File: config.mk
export PLATFORM = sky130hd
export DESIGN_NAME = key_alloc_table_flat
export DESIGN_NICKNAME = d
export VERILOG_FILES = /design/src/rtl/key_alloc_table_if.sv /design/src/rtl/key_alloc_table.sv /design/src/flat_wrapper.sv
export SDC_FILE = /design/constraint.sdc
export NUM_CORES = 1
export LEC_CHECK = 0
export CELL_PAD_IN_SITES_DETAIL_PLACEMENT = 0
export CELL_PAD_IN_SITES_GLOBAL_PLACEMENT = 1
export CORE_ASPECT_RATIO = 1.2
export CORE_MARGIN = 3
export CORE_UTILIZATION = 33
export CTS_CLUSTER_DIAMETER = 150
export DETAILED_ROUTE_END_ITERATION = 6
export PLACE_DENSITY_LB_ADDON = 0.1
export SLEW_MARGIN = 20
export SYNTH_ARGS = -nofsm -noshare
export SYNTH_HDL_FRONTEND = slang
export SYNTH_SLANG_ARGS = --single-unit
File: constraint.sdc
create_clock -name clk -period 2.15 [get_ports clk]
set_input_delay 0.5375 -clock clk [delete_from_list [all_inputs] [get_ports clk]]
set_output_delay 0.5375 -clock clk [all_outputs]
set_load 0.03 [all_outputs]
File: src/rtl/key_alloc_table_if.sv
// Bus bundle for key_alloc_table: allocation handshake, release, read-back
// and the table state exported to the key-match lookup.
interface key_alloc_table_if #(
  parameter int NR = 4,
  parameter int KW = 4,
  parameter int IW = 3
);
  logic               alloc_valid;
  logic               alloc_ready;
  logic [KW-1:0]      alloc_key;
  logic               alloc_done;
  logic [IW-1:0]      alloc_idx;
  logic               alloc_dup;
  logic               free_valid;
  logic [IW-1:0]      free_idx;
  logic [IW-1:0]      rd_idx;
  logic [KW-1:0]      rd_key;
  logic               rd_hit;
  logic [NR*KW-1:0]   keys;
  logic [NR-1:0]      used;
  logic [IW-1:0]      count;
  logic [7:0]         ovf_cnt;

  modport master (
    output alloc_valid, alloc_key, free_valid, free_idx, rd_idx,
    input  alloc_ready, alloc_done, alloc_idx, alloc_dup, rd_key, rd_hit,
           keys, used, count, ovf_cnt
  );

  modport slave (
    input  alloc_valid, alloc_key, free_valid, free_idx, rd_idx,
    output alloc_ready, alloc_done, alloc_idx, alloc_dup, rd_key, rd_hit,
           keys, used, count, ovf_cnt
  );
endinterface

File: src/rtl/key_alloc_table.sv
// Key slot table: allocates 1-based indices for keys, releases by index,
// reads keys back by index. Optional rejected-allocation counter is built
// when KEY_ALLOC_TABLE_OVF_CNT_EN is defined.
module key_alloc_table #(
  parameter int NR = 4,
  parameter int KW = 4,
  parameter int IW = 3
) (
  input logic             clk,
  input logic             rst_n,
  key_alloc_table_if.slave bus
);

  logic [NR-1:0][KW-1:0] key_r;
  logic [NR-1:0]         used_r;
  logic [IW-1:0]         count_r;
  logic                  done_r;
  logic [IW-1:0]         idx_r;
  logic                  dup_r;
  logic [KW-1:0]         rd_key_r;
  logic                  rd_hit_r;

  logic [NR-1:0] free_mask;
  logic          free_any;
  logic          dup_hit;
  logic [IW-1:0] dup_slot;
  logic [IW-1:0] new_slot;
  logic          full;
  logic          accept;
  logic          do_write;
  logic          rd_hit_c;
  logic [KW-1:0] rd_key_c;
  logic [NR-1:0] used_nxt;
  logic [IW-1:0] count_nxt;

  // A slot being validly freed this cycle is invisible to the duplicate
  // search; the free-slot search uses pre-free state so it never picks it.
  always_comb begin
    free_mask = '0;
    dup_hit   = 1'b0;
    dup_slot  = '0;
    new_slot  = '0;
    rd_hit_c  = 1'b0;
    rd_key_c  = '0;
    for (int i = 0; i < NR; i++) begin
      free_mask[i] = bus.free_valid && (bus.free_idx == IW'(i + 1)) && used_r[i];
    end
    for (int i = NR - 1; i >= 0; i--) begin
      if (used_r[i] && !free_mask[i] && (key_r[i] == bus.alloc_key)) begin
        dup_hit  = 1'b1;
        dup_slot = IW'(i);
      end
      if (!used_r[i]) new_slot = IW'(i);
    end
    for (int i = 0; i < NR; i++) begin
      if ((bus.rd_idx == IW'(i + 1)) && used_r[i]) begin
        rd_hit_c = 1'b1;
        rd_key_c = key_r[i];
      end
    end
  end

  // Handshake: a request is accepted on a rising edge where alloc_valid and
  // alloc_ready are both high; alloc_ready never looks at alloc_valid.
  assign free_any = |free_mask;
  assign full     = (count_r == IW'(NR));
  assign accept   = bus.alloc_valid && bus.alloc_ready;
  assign do_write = accept && !dup_hit;

  assign used_nxt = (used_r & ~free_mask) | (do_write ? (NR'(1) << new_slot) : '0);

  always_comb begin
    count_nxt = count_r;
    case ({do_write, free_any})
      2'b10:   count_nxt = count_r + IW'(1);
      2'b01:   count_nxt = count_r - IW'(1);
      default: count_nxt = count_r;
    endcase
  end

  always_ff @(posedge clk or negedge rst_n) begin
    if (!rst_n) begin
      key_r    <= '0;
      used_r   <= '0;
      count_r  <= '0;
      done_r   <= 1'b0;
      idx_r    <= '0;
      dup_r    <= 1'b0;
      rd_key_r <= '0;
      rd_hit_r <= 1'b0;
    end else begin
      for (int i = 0; i < NR; i++) begin
        if (do_write && (new_slot == IW'(i))) key_r[i] <= bus.alloc_key;
      end
      used_r   <= used_nxt;
      count_r  <= count_nxt;
      done_r   <= accept;
      if (accept) begin
        idx_r <= (dup_hit ? dup_slot : new_slot) + IW'(1);
        dup_r <= dup_hit;
      end
      rd_key_r <= rd_key_c;
      rd_hit_r <= rd_hit_c;
    end
  end

`ifdef KEY_ALLOC_TABLE_OVF_CNT_EN
  logic [7:0] ovf_r;

  always_ff @(posedge clk or negedge rst_n) begin
    if (!rst_n) begin
      ovf_r <= '0;
    end else if (bus.alloc_valid && !bus.alloc_ready && (ovf_r != 8'hFF)) begin
      ovf_r <= ovf_r + 8'd1;
    end
  end

  assign bus.ovf_cnt = ovf_r;
`else
  assign bus.ovf_cnt = '0;
`endif

  assign bus.alloc_ready = !full || dup_hit;
  assign bus.alloc_done  = done_r;
  assign bus.alloc_idx   = idx_r;
  assign bus.alloc_dup   = dup_r;
  assign bus.rd_key      = rd_key_r;
  assign bus.rd_hit      = rd_hit_r;
  assign bus.keys        = key_r;
  assign bus.used        = used_r;
  assign bus.count       = count_r;

endmodule

File: src/flat_wrapper.sv
// flat-port wrapper written by rule: the top's interface ports become plain ports
module key_alloc_table_flat 
#(
  parameter int NR = 4,
  parameter int KW = 4,
  parameter int IW = 3
)
  (clk, rst_n, bus_alloc_valid, bus_alloc_key, bus_free_valid, bus_free_idx, bus_rd_idx, bus_alloc_ready, bus_alloc_done, bus_alloc_idx, bus_alloc_dup, bus_rd_key, bus_rd_hit, bus_keys, bus_used, bus_count, bus_ovf_cnt);
  key_alloc_table_if #(.NR(NR), .KW(KW), .IW(IW)) bus_i ();
  input logic clk;
  input logic rst_n;
  input wire logic [$bits(bus_i.alloc_valid)-1:0] bus_alloc_valid;
  input wire logic [$bits(bus_i.alloc_key)-1:0] bus_alloc_key;
  input wire logic [$bits(bus_i.free_valid)-1:0] bus_free_valid;
  input wire logic [$bits(bus_i.free_idx)-1:0] bus_free_idx;
  input wire logic [$bits(bus_i.rd_idx)-1:0] bus_rd_idx;
  output wire logic [$bits(bus_i.alloc_ready)-1:0] bus_alloc_ready;
  output wire logic [$bits(bus_i.alloc_done)-1:0] bus_alloc_done;
  output wire logic [$bits(bus_i.alloc_idx)-1:0] bus_alloc_idx;
  output wire logic [$bits(bus_i.alloc_dup)-1:0] bus_alloc_dup;
  output wire logic [$bits(bus_i.rd_key)-1:0] bus_rd_key;
  output wire logic [$bits(bus_i.rd_hit)-1:0] bus_rd_hit;
  output wire logic [$bits(bus_i.keys)-1:0] bus_keys;
  output wire logic [$bits(bus_i.used)-1:0] bus_used;
  output wire logic [$bits(bus_i.count)-1:0] bus_count;
  output wire logic [$bits(bus_i.ovf_cnt)-1:0] bus_ovf_cnt;
  assign bus_i.alloc_valid = bus_alloc_valid;
  assign bus_i.alloc_key = bus_alloc_key;
  assign bus_i.free_valid = bus_free_valid;
  assign bus_i.free_idx = bus_free_idx;
  assign bus_i.rd_idx = bus_rd_idx;
  assign bus_alloc_ready = bus_i.alloc_ready;
  assign bus_alloc_done = bus_i.alloc_done;
  assign bus_alloc_idx = bus_i.alloc_idx;
  assign bus_alloc_dup = bus_i.alloc_dup;
  assign bus_rd_key = bus_i.rd_key;
  assign bus_rd_hit = bus_i.rd_hit;
  assign bus_keys = bus_i.keys;
  assign bus_used = bus_i.used;
  assign bus_count = bus_i.count;
  assign bus_ovf_cnt = bus_i.ovf_cnt;
  key_alloc_table #(.NR(NR), .KW(KW), .IW(IW)) u_core (.clk(clk), .rst_n(rst_n), .bus(bus_i));
endmodule
# --- Word level (Yosys, flattened, before mapping) ---
# Index checks and enable logic that the tools add are counted.
op_classes:
  add_sub_neg: 3
  n_eq_ne: 18
  n_shift: 1
  n_mux: 23
  bitwise_logic: 3
  reduce_logical: 36
ops:
  columns: ["op", "n"]
  rows:
  - ["logical AND 1 bit", 26]
  - ["2-to-1 mux 4 bit", 5]
  - ["2-to-1 mux 2 bit", 9]
  - ["== test 4 bit", 4]
  - ["== test 3 x 2 -> 1 bit (second input constant)", 4]
  - ["== test 3 bit (second input constant)", 3]
  - ["2-to-1 mux 1 bit", 8]
  - ["adder 3 x 1 -> 3 bit (second input constant)", 2]
  - ["== test 2 bit (second input constant)", 3]
  - ["== test 3 x 1 -> 1 bit (second input constant)", 2]
  - ["zero test 1 bit", 6]
  - ["one-hot mux 3 bit (2 select lines)", 1]
  - ["AND 4 bit", 1]
  - ["== test 2 x 1 -> 1 bit (second input constant)", 2]
  - ["NOT 4 bit", 1]
  - ["OR 4 bit", 1]
  - ["OR reduction 4 bit", 1]
  - ["<< shifter 1 x 2 -> 4 bit (first input constant)", 1]
  - ["zero test 3 bit", 1]
  - ["subtractor 3 x 1 -> 3 bit (second input constant)", 1]
  - ["nonzero test 2 bit", 1]
  - ["logical OR 1 bit", 1]
word_totals:
  ff_bits: 33
  inputBits: 14
  wordCells: 95

# --- Depth between registers and ports, before layout ---
# Gate-level depths: netlist of run 1.
logic_depth:
  depth_word: 15
  depth_mapped: 12
  mapped_depth_nobuf: 11

# --- Worst setup path after synthesis of run 1 ---
# Ideal clock, no wire load.
synth_timing:
  path_type: "input port to flip-flop"
  start: "input port bus_alloc_key[0]"
  end: "register u_core.count_r[2] (netlist: u_core.bus.count[2])"
  setup_ns: 0.080
  arrival_ns: 2.605
  t_required_ns: 2.070
  setup_slack_ns: -0.535
  stages: 12
  cell_sequence: "buf_4 xor2_1 nor4_4 o2bb2ai_4 nor2_1 nand2_1 ha_1 inv_1 fa_1 xor2_1 nor2_1 xor2_1"
synth_between:
  elab_chain_len: 11
synth_lines:
  columns: ["item", "line_no", "text"]
  rows:
  - ["from (decl)", "flat_wrapper.sv:13", "input wire logic [$bits(bus_i.alloc_key)-1:0] bus_alloc_key;"]
  - ["== test 4 bit", "key_alloc_table.sv:49", "if (used_r[i] && !free_mask[i] && (key_r[i] == bus.alloc_key)) begin"]
  - ["logical AND 1 bit", "key_alloc_table.sv:49", null]
  - ["2-to-1 mux 1 bit (3 in a row)", "key_alloc_table.sv:49", null]
  - ["2-to-1 mux 1 bit (*)", "key_alloc_table.sv:49", null]
  - ["logical OR 1 bit", "key_alloc_table.sv:123", "assign bus.alloc_ready = !full || dup_hit;"]
  - ["logical AND 1 bit", "key_alloc_table.sv:67", "assign accept = bus.alloc_valid && bus.alloc_ready;"]
  - ["logical AND 1 bit (*)", "key_alloc_table.sv:68", "assign do_write = accept && !dup_hit;"]
  - ["== test 2 x 1 -> 1 bit / == test 2 bit (equally long branches)", "key_alloc_table.sv:74", "case ({do_write, free_any})"]
  - ["one-hot mux 3 bit (2 select lines) / nonzero test 2 bit (equally long branches)", null, null]
  - ["to (signal assigned)", "key_alloc_table.sv:96", "count_r <= count_nxt;"]
  - ["to (decl)", "key_alloc_table.sv:16", "logic [IW-1:0] count_r;"]
# Mark *: on every way between the ends. The rest lies on a longest branch, timed or not.
# A chain may end at the register's enable or synchronous reset.

# --- Worst setup path in the final report of run 1 ---
layout_timing:
  start: "input port bus_free_idx[0]"
  end: "output port bus_alloc_ready"
layout_between:
  elab_chain_len: 11
layout_lines:
  columns: ["item", "line_no", "text"]
  rows:
  - ["from (decl)", "flat_wrapper.sv:15", "input wire logic [$bits(bus_i.free_idx)-1:0] bus_free_idx;"]
  - ["== test 3 bit", "key_alloc_table.sv:46", "free_mask[i] = bus.free_valid && (bus.free_idx == IW'(i + 1)) && used_r[i];"]
  - ["logical AND 1 bit (2 in a row)", "key_alloc_table.sv:46", null]
  - ["zero test 1 bit", "key_alloc_table.sv:49", null]
  - ["logical AND 1 bit (2 in a row)", "key_alloc_table.sv:49", null]
  - ["2-to-1 mux 1 bit (3 in a row)", "key_alloc_table.sv:49", null]
  - ["2-to-1 mux 1 bit (*)", "key_alloc_table.sv:49", null]
  - ["logical OR 1 bit (*)", "key_alloc_table.sv:123", null]
  - ["to (decl)", "flat_wrapper.sv:17", "output wire logic [$bits(bus_i.alloc_ready)-1:0] bus_alloc_ready;"]
# Marked as above.

==> results of run 1 <==
synth_stat cells, drive strengths merged, types with 2 or more instances:
library cell  instances  share of area (%)
a21oi                 6                1.5
nor4                  4                4.4
a222oi                3                1.5
ha                    2                1.3
nor2b                 2               0.64
nor2                 11                2.1
nand2                10                1.9
nand3b                3                1.2
or2                   2               0.64
dfrtp                33                 42
a22oi                 2               0.77
inv                   9                1.7
mux2i                 2                1.0
a31oi                 2               0.64
buf                  12                4.8
o31ai                 5                2.4
o21ai                 5                1.7
xnor2                13                5.9
nand4                 4                1.3
nor3                  3                1.0
mux2                 18                 10
xor2                  6                2.7
final cells by class:
class | count | share of cell area [%]
tap | 80 | 3.25
clock inverter | 3 | 0.568
inverter | 9 | 1.10
sequential | 33 | 26.8
timing repair buffer | 105 | 29.4
clock buffer | 5 | 2.23
multi-input combinational | 123 | 36.7
cell usage in the layout (no fill, tap or decap), types with 5 or more instances in the layout:
cell             netlist  routed
mux2_2                12      12
inv_1                  9       8
dfrtp_1               33      33
xnor2_1               13      10
conb_1                 1       8
a21oi_1                6       5
nor2_1                11       9
buf_4                 11      52
clkbuf_8               0       5
buf_6                  1       9
clkdlybuf4s50_1        0      38
nand2_1               10       8
mux2_1                 6       5
final timing paths:
path,slack [ns],cells after the start,start,end
max reg2reg,-0.15,11,u_core.bus.keys[2]$_DFFE_PN0P_,u_core.bus.count[2]$_DFFE_PN0P_
min in group asynchronous,0.67,2,rst_n,u_core.bus.used[0]$_DFF_PN0_
max in group asynchronous,1.16,2,rst_n,u_core.bus.keys[15]$_DFFE_PN0P_
min reg2reg,0.50,2,u_core.bus.alloc_dup$_DFFE_PN0N_,u_core.bus.alloc_dup$_DFFE_PN0N_
min,0.50,2,u_core.bus.alloc_dup$_DFFE_PN0N_,u_core.bus.alloc_dup$_DFFE_PN0N_
max,-0.19,9,bus_free_idx[0],bus_alloc_ready
repair_timing:
action,in CTS,in global routing
pin swaps,16,11
buffers inserted,7,1
endpoints found under the setup margin,28,22
resized for setup,48,9
metrics by stage:
| step | setup WS [ns] | total power, uW | util, % | cells |
|---|---|---|---|---|
| finish | -0.187 | 4860 | 54.4 | 358 |
| global route | -0.292 | 5170 | 54.4 | 358 |
| CTS | -0.179 | 4850 | 53.8 | 358 |
| detailed placement | -1.02 | 4180 | 50.4 | 343 |
| global placement | -0.897 | 4140 | 50.4 | 343 |
| floorplan | -0.435 | 2820 | - | 178 |
tightest hold or removal path, cell delays in order, from the launching register on:
cell and delay, ns:
dfrtp_1 0.35, nand2_1 0.05, o21ai_0 0.07
metal layers:
metal  GRT usage [%]  vias to the layer above  share of wire, %
met5               0                        -                 0
met1            18.1                      822                39
met2            30.8                       45                54
li1                -                      808                 -
met4            6.50                        0               2.5
met3            3.91                       10               4.5
power groups by stage:
stage                     logic (uW)  registers, uW  clock network, uW
after global routing            3460           1200                511
after global placement          3010           1140                  0
after detailed placement        3030           1150                  0
after CTS                       3210           1150                483
after floorplan                 1060           1760                  0
final                           3240           1160                460
sequential cells by signal, summed over array words and instances, names as in the netlist:
register and count:
u_core.bus.alloc_done 1, u_core.bus.alloc_dup 1, u_core.bus.alloc_idx 3, u_core.bus.count 3, u_core.bus.keys 16, u_core.bus.rd_hit 1
u_core.bus.rd_key 4, u_core.bus.used 4
cell families (layout without fill, tap and decap cells):
kind of cell	after synthesis	in the layout	synth area share, %
muxes	20	20	11.4
AOI/OAI and AO/OA	26	26	11.6
other	1	8	0.193
buffers and inverters	22	122	6.75
DFF	33	33	42.4
xor gates and xnor gates	19	19	8.55
and+or+nand+nor	47	47	16.7
adders and majority gates	3	3	2.31
==> impl_metrics.json, run 1 <==
{
  "clock_path_buffers": 2,
  "p_seq_share_pct": 23.9,
  "dpl.hpwl_um": 4280,
  "hp-class": "reg2reg",
  "clk_pin_slew_worst_paths_ns": 0.07,
  "cts_buffers": 5,
  "violations": "setup timing",
  "drtIter0Drc": 39,
  "end_kind": "primary output",
  "cts_tree": "built",
  "fin_tns_setup_ns": -0.881,
  "num-fill-cells": 508,
  "p_int_uw": 2720,
  "clock-sinks": 33,
  "die_x_um": 76.1,
  "io_pins": 56,
  "clockPowerShare_pct": 9.5,
  "ant_nets": 0,
  "num_vias": 1685,
  "die_h_um": 90.1,
  "max_freq_ghz": 0.428,
  "core_mm2": 0.00567,
  "gp_congestion": 0.842,
  "fin_crit_sh_pct": 109,
  "nNetsFinal": 294,
  "power.density_mw_per_mm2": 1580,
  "synth.distinct_cells": 41,
  "status": "complete, but fails checks",
  "p_sw_uw": 2140,
  "setup_violations": 16,
  "yosys_register_bits": 33,
  "path_max_fanout": 4,
  "crit_required_ns": 1.61,
  "swShare_pct": 44.0,
  "route.detailed.drc": 0,
  "dr.pass1.iters": 4,
  "layout_min_cycle_time_ns": 2.34,
  "share_comb_of_total_power_pct": 66.7,
  "cp_cell_sequence": "dlygate4sd2_1 > buf_6 > o31ai_4 > buf_6 > o22ai_4 > nor2_4 > buf_6 > nand2_4 > buf_6",
  "yosysSeqAreaShare_pct": 42.4,
  "grt_pass1_wl_um": 8980,
  "start_util_pct": 34.3,
  "synth_area_mm2": 0.00195,
  "overflow": 0,
  "hold_viol": 0,
  "grt_max_degree": 34,
  "ctsHoldBuffers": 0,
  "grt_pass1_vias": 1801,
  "synthCells": 171,
  "final-max-slew-violation-count": 0,
  "multi_input_area_mm2": 0.00113,
  "arrival_ns": 1.80,
  "avgRoutedWirePerCell_um": 15.5,
  "cp.buffers_inverters": 5,
  "synth_edf_count": 0,
  "synthArstFlopShare_pct": 100,
  "grtUsageTotal_pct": 16.6,
  "cp_common_cell": "buf_6",
  "start_kind": "input pin",
  "whs_ns": 0.501,
  "p_leak_uw": 0.00136,
  "syn_to_final_growth_pct": 58.5,
  "clock_latency_ns": 0.28,
  "antenna_cells": 0,
  "viasPerCell": 4.71,
  "cts_root_buf": "clkbuf_8",
  "slowest_delay_ns": 0.25,
  "max-vdd-ir-drop_mv": 1.11,
  "io_buffers": 47,
  "setup_slack_ns": -0.187,
  "maxCapViolations": 0,
  "avgSynthCellArea_um2": 11.4,
  "register_area_um2": 826,
  "stdcell_area_mm2": 0.00308,
  "place_area_mm2": 0.00286,
  "antenna_found_initial": 0,
  "slowest_stage": "dlygate4sd2_1",
  "ys.warnings.count": 0,
  "fin_skew_ns": 0.00290,
  "path_class": "in2out",
  "dieArea_mm2": 0.00686,
  "ys.flop_type": "dfrtp_1",
  "rsz0062_at_grt": "yes",
  "cp_top_family": "buffers and inverters",
  "h-tree-depth": 2,
  "rows": 30,
  "wl_um": 5540,
  "layout-drive-gt1-share_pct": 41.7
}
Note: power is estimated with default switching activity, not from simulation.
==> run 2, diff against run 1 <==
--- a/config.mk
+++ b/config.mk
@@ -13,6 +13,7 @@
 export CTS_CLUSTER_DIAMETER = 150
 export DETAILED_ROUTE_END_ITERATION = 6
 export PLACE_DENSITY_LB_ADDON = 0.1
+export RECOVER_POWER = 50
 export SLEW_MARGIN = 20
 export SYNTH_ARGS = -nofsm -noshare
 export SYNTH_HDL_FRONTEND = slang
==> run 2 against run 1 <==
Against the previous run:
- the run still ends with setup timing left
- critical path depth is the same
- sequential power is essentially flat
- non-clock buffer count is the same
- sequential share of layout area grew 0.054 points
- clock power is essentially flat
- utilization shrank 0.11 points
- clock skew is essentially flat
- largest cell class unchanged
- highest routed layer unchanged
==> impl_metrics.json, run 2 (synthesized netlist as in run 1, its figures left out) <==
{
  "max_freq_ghz": 0.428,
  "max-vdd-ir-drop_mv": 1.11,
  "start_kind": "input pin",
  "rr_endpoint": "u_core.bus.count[2]$_DFFE_PN0P_",
  "cp.buffers_inverters": 5,
  "cts_root_buf": "clkbuf_8",
  "rr_startpoint": "u_core.bus.keys[2]$_DFFE_PN0P_",
  "stdcell_area_mm2": 0.00308,
  "path_class": "in2out",
  "ant_nets": 0,
  "hp-class": "reg2reg",
  "reg2reg_depth": 11,
  "setup_slack_ns": -0.185,
  "final-max-slew-violation-count": 0,
  "path_max_fanout": 4,
  "drtIter0Drc": 36,
  "maxCapViolations": 0,
  "fin_skew_ns": 0.00298,
  "layout-drive-gt1-share_pct": 41.4,
  "clock_path_buffers": 2,
  "layout_min_cycle_time_ns": 2.33,
  "grt_max_degree": 34,
  "status": "complete, but fails checks",
  "slowest_delay_ns": 0.25,
  "grtUsageTotal_pct": 16.6,
  "setup_violations": 16,
  "fin_crit_sh_pct": 109,
  "p_total_uw": 4850,
  "hold_path_end": "u_core.bus.alloc_dup$_DFFE_PN0N_",
  "cp_common_cell": "buf_6",
  "cp_cell_sequence": "dlygate4sd2_1 > buf_6 > o31ai_4 > buf_6 > o22ai_4 > nor2_4 > buf_6 > nand2_4 > buf_6",
  "num-fill-cells": 511,
  "wl_um": 5540,
  "overflow": 0,
  "avgRoutedWirePerCell_um": 15.5,
  "end_kind": "primary output",
  "dpl.hpwl_um": 4280,
  "worst_pin_slew_ns": 0.859,
  "die_h_um": 90.1,
  "slowest_stage": "dlygate4sd2_1",
  "io_pins": 56,
  "hp-start": "u_core.bus.alloc_dup$_DFFE_PN0N_",
  "grt_pass1_wl_um": 8980,
  "cts_tree": "built",
  "viasPerCell": 4.73,
  "final_cell_mix": "buf_4 (50), clkdlybuf4s50_1 (34), dfrtp_1 (33), mux2_2 (12), xnor2_1 (10)",
  "holdPathStages": 2,
  "syn_to_final_growth_pct": 58.1,
  "final_common_cell": "buf_4",
  "antenna_cells": 0,
  "cp_top_family": "buffers and inverters",
  "p_leak_uw": 0.00136,
  "ctsHoldBuffers": 0,
  "largest_register_ffs": 16,
  "cts_buffers": 5,
  "arrival_ns": 1.80,
  "core_mm2": 0.00567,
  "hold_viol": 0,
  "antenna_found_initial": 0,
  "power.density_mw_per_mm2": 1580,
  "h-tree-depth": 2,
  "io_buffers": 47,
  "place_area_mm2": 0.00286,
  "grt_pass1_vias": 1801,
  "die_x_um": 76.1,
  "route.detailed.drc": 0,
  "gp_congestion": 0.842,
  "slew_headroom_pct": 42.7,
  "start_util_pct": 34.3,
  "rows": 30,
  "num_vias": 1693,
  "dr.pass1.iters": 4,
  "clock-sinks": 33,
  "r2r_slack_ns": -0.15,
  "crit_required_ns": 1.61,
  "clock_latency_ns": 0.28,
  "clk_pin_slew_worst_paths_ns": 0.07,
  "nNetsFinal": 294,
  "rsz0062_at_grt": "yes",
  "dieArea_mm2": 0.00686,
  "violations": "setup timing"
}
==> run 2: changes by cell type in the layout (fill, tap and decap cells not counted), sizes merged <==
| cell | before | now |
|---|---|---|
| clkdlybuf4s50 | 38 | 34 |
| dlygate4sd3 | 0 | 4 |
| buf | 65 | 63 |
| clkbuf | 6 | 8 |
==> run 2: through the flow <==
step                      utilization [%]  setup TNS (ns)  std cells  hold slack (ns)  worst slack (ns)
after detailed placement             50.4          -19.75        343            0.489             -1.02
after floorplan                         -          -0.899        178            0.242            -0.435
after global placement               50.4          -17.86        343            0.473            -0.897
after global routing                 54.3           -2.16        358            0.538            -0.292
after CTS                            53.8          -0.857        358            0.506            -0.179
final                                54.3          -0.855        358            0.501            -0.185
==> run 2: worst max path at each step <==
stage | from | endpoint | slack, ns | cells after the start
after global placement | bus_alloc_key[2] | u_core.bus.count[2]$_DFFE_PN0P_ | -0.90 | 13
after floorplan | bus_alloc_key[2] | u_core.bus.count[2]$_DFFE_PN0P_ | -0.43 | 12
after CTS | u_core.bus.keys[2]$_DFFE_PN0P_ | bus_alloc_ready | -0.18 | 7
after global routing | u_core.bus.keys[2]$_DFFE_PN0P_ | u_core.bus.count[2]$_DFFE_PN0P_ | -0.29 | 11
final | bus_free_idx[0] | bus_alloc_ready | -0.18 | 9
after detailed placement | bus_alloc_key[2] | u_core.bus.count[2]$_DFFE_PN0P_ | -1.02 | 13
==> run 2: area by class of cell <==
class                           instances  area (um2)  area share (%)
Tap cell                               80         100            3.25
Multi-Input combinational cell        123        1130            36.8
Sequential cell                        33         826            26.8
Timing Repair Buffer                  105         900            29.2
Clock buffer                            5        68.8            2.24
Clock inverter                          3        17.5           0.569
Inverter                                9        33.8            1.10
==> run 2: timing repair <==
item	CTS	global route
endpoints found under the setup margin	28	22
buffers inserted	7	1
resized for setup	48	9
pin swaps	16	11
endpoints found under the hold margin	0	0
==> run 2: power by group <==
| part | total (uW) | internal, uW | switching (uW) | leakage (uW) |
|---|---|---|---|---|
| clock network | 461 | 223 | 237 | 0.0000439 |
| logic | 3240 | 1580 | 1650 | 0.000918 |
| registers | 1160 | 912 | 246 | 0.000398 |
| total | 4850 | 2720 | 2140 | 0.00136 |
==> run 2: worst register-to-register path: cells and delay by family, from the launching register on <==
kind	cells	cell delay, ns
xor gates and xnor gates	3	0.52
and+or+nand+nor	4	0.62
AOI/OAI and AO/OA	1	0.17
DFF	1	0.42
buffers and inverters	1	0.03
adders and majority gates	2	0.46
==> run 2: metal layers <==
metal,vias to the layer above,track usage [%],share of wire [%]
met3,10,3.91,4.7
met1,828,18.1,39
li1,808,-,-
met5,-,0,0
met2,47,30.8,54
met4,0,6.50,2.5
==> run 3, diff against run 2 <==
--- a/config.mk
+++ b/config.mk
@@ -8,7 +8,6 @@
 export CELL_PAD_IN_SITES_DETAIL_PLACEMENT = 0
 export CELL_PAD_IN_SITES_GLOBAL_PLACEMENT = 1
 export CORE_ASPECT_RATIO = 1.2
-export CORE_MARGIN = 3
 export CORE_UTILIZATION = 33
 export CTS_CLUSTER_DIAMETER = 150
 export DETAILED_ROUTE_END_ITERATION = 6
==> run 3 against run 2 <==
Against the previous run:
- utilization is 0.13 points lower
- combinational power hardly changed
- critical endpoint is now u_core.bus.count[2]$_DFFE_PN0P_
- clock-buffer cell count rose by 1
- worst hold slack got worse by 0.019 ns
- sequential share of layout area rose by 0.066 points
- final cell count decreased by 1.7%
- wire length increased by 3.6%
- the run still ends with setup timing left
- critical path depth grew 3
- clock power down 1%
- sequential cell count unchanged
- design area shrank 0.24%
==> impl_metrics.json, run 3 (synthesized netlist as in run 1, its figures left out) <==
{
  "status": "complete, but fails checks",
  "violations": "setup timing",
  "num_vias": 1669,
  "maxCapViolations": 0,
  "io_buffers": 47,
  "wl_um": 5740,
  "worst_pin_slew_ns": 0.871,
  "max-vdd-ir-drop_mv": 0.790,
  "grt_pass1_wl_um": 8950,
  "overflow": 0,
  "layout_min_cycle_time_ns": 2.30,
  "grt_util_met1_pct": 21.9,
  "clock-sinks": 33,
  "cts_tree": "built",
  "die_x_um": 72.1,
  "gp_congestion": 0.885,
  "grt_use_met2_pct": 35.2,
  "avgRoutedWirePerCell_um": 16.3,
  "grtUsageTotal_pct": 19.6,
  "grt_max_degree": 34,
  "p_leak_uw": 0.00136,
  "clock_path_buffers": 2,
  "max_freq_ghz": 0.435,
  "dieArea_mm2": 0.00621,
  "rr_endpoint": "u_core.bus.count[2]$_DFFE_PN0P_",
  "dpl.hpwl_um": 4290,
  "core_mm2": 0.00567,
  "syn_to_final_growth_pct": 57.7,
  "start_kind": "input pin",
  "hold_path_end": "u_core.bus.alloc_dup$_DFFE_PN0N_",
  "register_area_um2": 826,
  "final_cell_mix": "buf_4 (45), clkdlybuf4s50_1 (35), dfrtp_1 (33), mux2_2 (12), nor2_1 (9)",
  "path_max_fanout": 8,
  "cts_root_buf": "clkbuf_8",
  "cts_buffers": 5,
  "crit_required_ns": 2.36,
  "fin_util_pct": 54.2,
  "num-fill-cells": 494,
  "start_util_pct": 34.3,
  "ctsHoldBuffers": 0,
  "antenna_cells": 0,
  "grt_pass1_vias": 1788,
  "fin_crit_sh_pct": 107,
  "rr_startpoint": "u_core.bus.keys[3]$_DFFE_PN0P_",
  "power.density_mw_per_mm2": 1600,
  "reg2reg_depth": 11,
  "fin_skew_ns": 0.00441,
  "holdPathStages": 2,
  "io_pins": 56,
  "h-tree-depth": 2,
  "setup_violations": 16,
  "setup_slack_ns": -0.147,
  "final_common_cell": "buf_4",
  "end_kind": "register",
  "largest_register_ffs": 16,
  "drtIter0Drc": 64,
  "clock_latency_ns": 0.28,
  "rows": 30,
  "layout-drive-gt1-share_pct": 40.1,
  "viasPerCell": 4.74,
  "slew_headroom_pct": 42.0,
  "hp-class": "reg2reg",
  "r2r_slack_ns": -0.12,
  "whs_ns": 0.482,
  "hp-start": "u_core.bus.alloc_dup$_DFFE_PN0N_",
  "multi_input_area_mm2": 0.00116,
  "route.detailed.drc": 0,
  "rsz0062_at_grt": "yes",
  "clk_pin_slew_worst_paths_ns": 0.07,
  "die_h_um": 86.1,
  "antenna_found_initial": 0,
  "path_class": "in2reg",
  "busiest_layer": "met2",
  "final-max-slew-violation-count": 0,
  "nNetsFinal": 288,
  "ant_nets": 0,
  "hold_viol": 0,
  "use_met3_pct": 4.00,
  "arrival_ns": 2.51,
  "dr.pass1.iters": 4
}
[run 3: cell types whose count changed in the layout (fill, tap and decap cells not counted), sizes merged]
cell	previous run	this run
buf	63	56
dlygate4sd3	4	1
dlymetal6s2s	0	2
clkdlybuf4s15	0	1
clkdlybuf4s50	34	35
clkinvlp	1	0
dlygate4sd2	1	2
[run 3: area by class of cell]
class	count	area share, %
clock buffer	6	2.36
tap	80	3.26
timing repair buffer	99	28.2
sequential	33	26.9
clock inverter	2	0.326
multi-input combinational	123	37.8
inverter	9	1.10
[run 3: timing repair]
| action | in CTS | in global routing |
|---|---|---|
| gates resized for setup | 47 | 12 |
| buffers inserted | 5 | 0 |
| setup endpoints to repair | 28 | 18 |
| pin swaps | 13 | 9 |
[run 3: critical path, cell delays in order]
cell       delay [ns]
buf_4            0.16
xor2_2           0.19
nor4_4           0.37
o2bb2ai_4        0.17
nor2_4           0.05
nand2_1          0.07
ha_2             0.17
inv_2            0.04
fa_2             0.33
xor2_1           0.14
nor2_1           0.13
xor2_1           0.15
[run 3: report_power, final]
group | leakage [uW] | internal, uW | switching, uW
registers | 0.000398 | 912 | 272
clock network | 0.0000450 | 224 | 231
logic | 0.000917 | 1580 | 1680
total | 0.00136 | 2720 | 2180
[run 3: worst max-delay path by stage]
| stage | cells after the start | slack, ns | from | to |
|---|---|---|---|---|
| floorplan | 12 | -0.43 | bus_alloc_key[2] | u_core.bus.count[2]$_DFFE_PN0P_ |
| global placement | 13 | -0.87 | bus_alloc_key[1] | u_core.bus.count[2]$_DFFE_PN0P_ |
| detailed placement | 13 | -0.94 | bus_alloc_key[1] | u_core.bus.count[2]$_DFFE_PN0P_ |
| CTS | 7 | -0.18 | u_core.bus.keys[2]$_DFFE_PN0P_ | bus_alloc_ready |
| global route | 12 | -0.23 | bus_alloc_key[3] | u_core.bus.count[2]$_DFFE_PN0P_ |
| finish | 12 | -0.15 | bus_alloc_key[3] | u_core.bus.count[2]$_DFFE_PN0P_ |
[run 3: metal layers]
layer / up-vias / wire (um)
met3: 12 / 261
met5: - / 0
met1: 810 / 2290
met4: 0 / 129
li1: 788 / -
met2: 59 / 3060
[run 3: stage by stage]
step	area (um2)	setup TNS, ns	total power, uW	setup WS, ns	instances
2_1_floorplan	2010	-0.899	2820	-0.435	178
3_3_place_gp	2830	-18.74	4170	-0.866	340
3_5_place_dp	2830	-18.58	4200	-0.941	340
4_1_cts	3020	-0.748	4890	-0.178	352
5_1_grt	3070	-1.80	5160	-0.231	352
6_report	3070	-0.934	4900	-0.147	352
